$ cat src/rtl/pipe_pkg.sv
// Shared constants and helpers for the elastic pipeline register chain.
// Imported by pipe_slot and pipe_elastic_reg.
package pipe_pkg;

    localparam int DEPTH_MAX     = 8;
    localparam int WIDTH_DEFAULT = 32;

    // Ceiling log2, floored at 1 so that a counter port is never zero-width.
    function automatic int clog2(input int value);
        int result;
        int remaining;
        result    = 0;
        remaining = value - 1;
        while (remaining > 0) begin
            result    = result + 1;
            remaining = remaining >> 1;
        end
        if (result < 1) begin
            result = 1;
        end
        return result;
    endfunction

endpackage

$ cat src/rtl/pipe_slot.sv
// One elastic pipeline stage: a valid flop and a payload flop sharing a load enable.
// Clear drops only the valid bit; the payload is don't-care while invalid.
module pipe_slot
    import pipe_pkg::*;
#(
    parameter int WIDTH = WIDTH_DEFAULT
) (
    input  logic             clk,
    input  logic             r_n,
    input  logic             clear_i,
    input  logic             load_i,
    input  logic             valid_i,
    input  logic [WIDTH-1:0] data_i,
    output logic             valid_o,
    output logic [WIDTH-1:0] data_o
);

    logic             valid_q;
    logic [WIDTH-1:0] data_q;

    // Clear outranks load, so a flushed stage always comes out empty.
    always_ff @(posedge clk or negedge r_n) begin
        if (!r_n) begin
            valid_q <= 1'b0;
        end else if (clear_i) begin
            valid_q <= 1'b0;
        end else if (load_i) begin
            valid_q <= valid_i;
        end
    end

    always_ff @(posedge clk or negedge r_n) begin
        if (!r_n) begin
            data_q <= '0;
        end else if (load_i) begin
            data_q <= data_i;
        end
    end

    assign valid_o = valid_q;
    assign data_o  = data_q;

endmodule

$ cat src/rtl/pipe_elastic_reg.sv
// DEPTH-stage elastic register chain with valid/ready handshake, bubble collapsing and flush.
// Define PIPE_OCC_CNT_EN to add the registered occupancy output.
module pipe_elastic_reg
    import pipe_pkg::*;
#(
    parameter int WIDTH = WIDTH_DEFAULT,
    parameter int DEPTH = 1
) (
    input  logic             clk,
    input  logic             r_n,
    input  logic             flush,
    input  logic             in_valid,
    output logic             in_ready,
    input  logic [WIDTH-1:0] in_data,
    output logic             out_valid,
    input  logic             out_ready,
    output logic [WIDTH-1:0] out_data
`ifdef PIPE_OCC_CNT_EN
    ,
    output logic [clog2(DEPTH+1)-1:0] occupancy
`endif
);

    logic [DEPTH-1:0] v;
    logic [DEPTH-1:0] adv;
    logic [WIDTH-1:0] d [DEPTH];
`ifdef PIPE_OCC_CNT_EN
    logic [DEPTH-1:0] nextValid;
`endif

    // A stage advances when its successor advances or it is empty, so bubbles collapse.
    always_comb begin
        logic carry;
        carry          = out_ready | ~v[DEPTH-1];
        adv[DEPTH-1]   = carry;
        for (int i = DEPTH - 2; i >= 0; i--) begin
            carry  = carry | ~v[i];
            adv[i] = carry;
        end
    end

    for (genvar i = 0; i < DEPTH; i++) begin : g_stage
        logic             srcValid;
        logic [WIDTH-1:0] srcData;

        if (i == 0) begin : g_head
            assign srcValid = in_valid;
            assign srcData  = in_data;
        end else begin : g_body
            assign srcValid = v[i-1];
            assign srcData  = d[i-1];
        end

`ifdef PIPE_OCC_CNT_EN
        assign nextValid[i] = adv[i] ? srcValid : v[i];
`endif

        pipe_slot #(
            .WIDTH(WIDTH)
        ) u_slot (
            .clk     (clk),
            .r_n     (r_n),
            .clear_i (flush),
            .load_i  (adv[i]),
            .valid_i (srcValid),
            .data_i  (srcData),
            .valid_o (v[i]),
            .data_o  (d[i])
        );
    end

    assign in_ready  = adv[0] & ~flush;
    assign out_valid = v[DEPTH-1];
    assign out_data  = d[DEPTH-1];

`ifdef PIPE_OCC_CNT_EN
    localparam int OCC_W = clog2(DEPTH + 1);

    logic [OCC_W-1:0] occ_q;
    logic [OCC_W-1:0] occ_d;

    // Count the valid bits the chain will hold after this edge, so the counter tracks v exactly.
    always_comb begin
        occ_d = '0;
        if (!flush) begin
            for (int i = 0; i < DEPTH; i++) begin
                occ_d = occ_d + OCC_W'(nextValid[i]);
            end
        end
    end

    always_ff @(posedge clk or negedge r_n) begin
        if (!r_n) begin
            occ_q <= '0;
        end else begin
            occ_q <= occ_d;
        end
    end

    assign occupancy = occ_q;
`endif

endmodule
$ cat config.mk
export PLATFORM = sky130hd
export DESIGN_NAME = pipe_elastic_reg
export DESIGN_NICKNAME = d
export VERILOG_FILES = /design/src/rtl/pipe_pkg.sv /design/src/rtl/pipe_slot.sv /design/src/rtl/pipe_elastic_reg.sv
export SDC_FILE = /design/constraint.sdc
export NUM_CORES = 1
export LEC_CHECK = 0
export ABC_AREA = 1
export BUFFER_PORTS_ARGS = -buffer_cell sky130_fd_sc_hd__buf_2
export CAP_MARGIN = 20
export CORE_MARGIN = 3
export CORE_UTILIZATION = 40
export DETAILED_ROUTE_END_ITERATION = 6
export PLACE_DENSITY = 0.74
export SLEW_MARGIN = 25
export SYNTH_ARGS = -nofsm -noshare
export SYNTH_HDL_FRONTEND = slang
export SYNTH_SLANG_ARGS = --single-unit
export TNS_END_PERCENT = 1
$ cat constraint.sdc
create_clock -name clk -period 1.09 [get_ports clk]
set_clock_uncertainty 0.15 [all_clocks]
set_input_delay 0 -clock clk [delete_from_list [all_inputs] [get_ports clk]]
set_output_delay 0 -clock clk [all_outputs]
set_load 0.005 [all_outputs]
==> impl_results.md <==
- Total number of yosys warnings: 0
- Vias in the first global route: 1541
- Status: finished with violations
- Clk sink count: 33
- H-tree depth: 2
- Worst path cell trace: buf_6 -> a21oi_4 -> buf_2
- Kind of cell adding the most delay to the critical path: flip-flops
- Critical path endpoint category: output pin
- # port buffers: 70
- Syn-to-layout area delta: 67.4%
- Final min period: 1.28 ns
- DRT Pass-1 Iters: 4
- PnR worst setup slack: -0.186 ns
- # setup viols final: 35
- Total of flip-flops plus latches after synthesis: 33
- Slew headroom: 0.731
- Routability congestion estimate from global placement: between 0.7 and 0.8
- Number of failing hold endpoints at the final stage: 30
- Total grt overflow: 0
- Most instantiated cells after synthesis: 56 x sky130_fd_sc_hd__nand2_1, 33 x sky130_fd_sc_hd__dfrtp_1, 33 x sky130_fd_sc_hd__nand3_1
- Effective utilization at floorplan: 0.438
- Type of the worst min-delay path: input pin to flop
- Number of synthesized flops with an enable pin: 0
- Max-cap violations: 0
- Setup repair after global routing missed its margin: yes
- Total power divided by cell area: 1130 nW/µm²
- Root buffer cell: sky130_fd_sc_hd__clkbuf_4
- Cell type with the largest total area after synthesis: sky130_fd_sc_hd__dfrtp_1
- Count of placed standard cells including taps: around 260
- Clock latency on the worst-skew pair: about 0.32 ns
- TritonCTS clock tree: built
- Synthesized instance count: approximately 150
- Number of nets in the layout: around 300
- Setup tns final: -3.05 ns
- Y dimension of the die: ~65 µm
- Largest vdd supply drop: around 0.75 mV
- Pre-CTS setup slack: -0.0505 ns
- Fraction of post-synthesis cell area in the top cell type by area: 0.588
- Buffering stage count on the worst path with inverters included: 2
- Achievable Freq: approximately 0.78 GHz
- Io pins: 71
- Post-synthesis instance area: around 1400 µm²
- Final Power: between 2 and 3 mW
- Core footprint: ~3200 µm²
- Class of the most critical setup path: flop to output pin
- Syn_area_per_cell: approximately 9.6 µm²
- Master of the slowest instance on the critical path: sky130_fd_sc_hd__dfrtp_2
- Most common flop cell mapped by yosys: sky130_fd_sc_hd__dfrtp_1
- Share of post-route cells with drive strength above 1: 0.438
- Total global-route track usage: 0.218
- Die area: between 4000 and 5000 µm²
- TritonCTS Buffers: 5
- Data arrival time at the worst-slack endpoint: 1.13 ns
- Actual slew at the worst max-slew pin: ~0.40 ns
- Post-synth net total: between 150 and 200
- Post-synth ARST share: 1.00
- Number of hold buffers added after cts: 35
- Post-DR wirelength/cell: about 14 µm
- Most instantiated library cell after synthesis: sky130_fd_sc_hd__nand2_1
- Worst Path Required: between 0.9 and 1 ns
- Worst stage delay on the critical path: 0.43 ns
- Setup slack on the worst flop-to-flop path: -0.13 ns
- Violations in the final reports: negative hold slack, negative setup slack
- # fillers: 241
- First-pass GRT wire length: around 7000 µm
- Number of violations reported at the end of detailed-routing iteration 0: slightly below 80
- Width of the die: between 60 and 70 µm
- Post-detailed-route via-to-cell ratio: roughly 4.8
- Row Count: 20
- Total wire length after detailed routing: roughly 4300 µm
- Remaining number of nets flagged by the antenna check after routing: 0
- Detailed-route via count: between 1000 and 1500
- Final std cells w/o fill: 304
- # DRC: 0
- Reg clk slew, reported paths: approximately 0.090 ns
- Share of synthesized area occupied by flip-flops and latches: 0.588
- Setup crit start kind: flop
- Critical path fanouts, max: 2
- Buffer depth of the longest clock path: 2
- Synth cell types: 11
- Number of antenna violations at the first check in global routing: 0
- Pins Over Slew Limit: 0
- Leakage: approximately 1.2 nW
- Main area contributors after synthesis: sky130_fd_sc_hd__dfrtp_1 59%, sky130_fd_sc_hd__nand2_1 15%, sky130_fd_sc_hd__nand3_1 12%, sky130_fd_sc_hd__buf_6 4.8%, sky130_fd_sc_hd__nand2_2 4.5%
- Pin count of the biggest net entering global routing: 19
- Worst hold slack across all endpoints: -0.0734 ns
- Final period utilization: 1.17
- Antenna diode count: 0
cell type report:
type	count	area, µm²	share of cell area
clock buffer	8	48.8	0.0208
timing repair buffer	115	855	0.364
multi-input combinational	102	554	0.236
tap	44	55.1	0.0234
inverter	2	10.0	0.00426
sequential	33	827	0.352
power breakdown:
part	internal (mW)	switching (mW)
registers	1.33	0.0674
clock network	0.257	0.371
logic	0.338	0.290
cell families (layout without fill, tap and decap cells):
kind of cell           count (synthesis)  count (layout)  share of synthesized area
AOI/OAI and AO/OA                      1               1                    0.00356
buffers and inverters                 12             125                     0.0820
DFF                                   33              33                      0.588
and+or+nand+nor                      100             101                      0.326
registers in the layout (all words and copies together), names as in the netlist:
name and cells:
g_stage.u_slot.valid_o 1, g_stage.u_slot.data_o 32
worst min-delay path, stage by stage:
cell and delay, ns:
sky130_fd_sc_hd__buf_2 0.11, sky130_fd_sc_hd__inv_4 0.12, sky130_fd_sc_hd__nand3_2 0.08, sky130_fd_sc_hd__nand2_1 0.04
metrics by stage:
step	hold WS [ns]	utilization	area, µm²
finish	-0.0734	0.734	2350
global route	-0.0727	0.734	2350
CTS	-0.0995	0.708	2270
detailed placement	-0.200	0.552	1770
global placement	-0.200	0.552	1770
floorplan	-0.446	-	1400
worst paths after layout:
| kind | startpoint | endpoint | cells past startpoint |
|---|---|---|---|
| worst max-delay path | g_stage[0].u_slot.valid_o$_DFFE_PN0P_ | in_ready | 3 |
| worst min-delay path | out_ready | g_stage[0].u_slot.data_o[29]$_DFFE_PN0P_ | 4 |
| worst max register to register | g_stage[0].u_slot.valid_o$_DFFE_PN0P_ | g_stage[0].u_slot.data_o[16]$_DFFE_PN0P_ | 5 |
| worst min register to register | g_stage[0].u_slot.data_o[19]$_DFFE_PN0P_ | g_stage[0].u_slot.data_o[19]$_DFFE_PN0P_ | 2 |
| max in group asynchronous | r_n | g_stage[0].u_slot.valid_o$_DFFE_PN0P_ | 3 |
| min in group asynchronous | r_n | g_stage[0].u_slot.data_o[0]$_DFFE_PN0P_ | 2 |
layer usage:
metal	up-vias	GRT usage	wire, µm
met5	-	0	0
met4	0	0.0959	81
met3	11	0.0564	319
met2	72	0.391	2170
met1	692	0.240	1680
li1	694	-	-
placed cells by master (no fill, tap or decap), types with 3 or more instances in the layout:
| cell type | netlist | layout |
|---|---|---|
| sky130_fd_sc_hd__nand3_2 | 0 | 10 |
| sky130_fd_sc_hd__clkbuf_1 | 0 | 3 |
| sky130_fd_sc_hd__dlygate4sd3_1 | 0 | 35 |
| sky130_fd_sc_hd__buf_6 | 6 | 3 |
| sky130_fd_sc_hd__nand2_1 | 56 | 52 |
| sky130_fd_sc_hd__clkbuf_4 | 0 | 5 |
| sky130_fd_sc_hd__nand2_2 | 10 | 14 |
| sky130_fd_sc_hd__buf_4 | 3 | 3 |
| sky130_fd_sc_hd__buf_2 | 0 | 69 |
| sky130_fd_sc_hd__buf_12 | 0 | 3 |
| sky130_fd_sc_hd__dfrtp_1 | 33 | 32 |
| sky130_fd_sc_hd__nand3_1 | 33 | 23 |
repair_timing:
| item | 4_1_cts | 5_1_grt |
|---|---|---|
| gates resized for setup | 6 | 21 |
| endpoints found under the hold margin | 66 | 20 |
| pin swaps | 1 | 12 |
| endpoints found under the setup margin | 35 | 35 |
| cloned | 2 | 0 |
| buffers inserted | 4 | 0 |
Power figures use the tool's default switching activity.
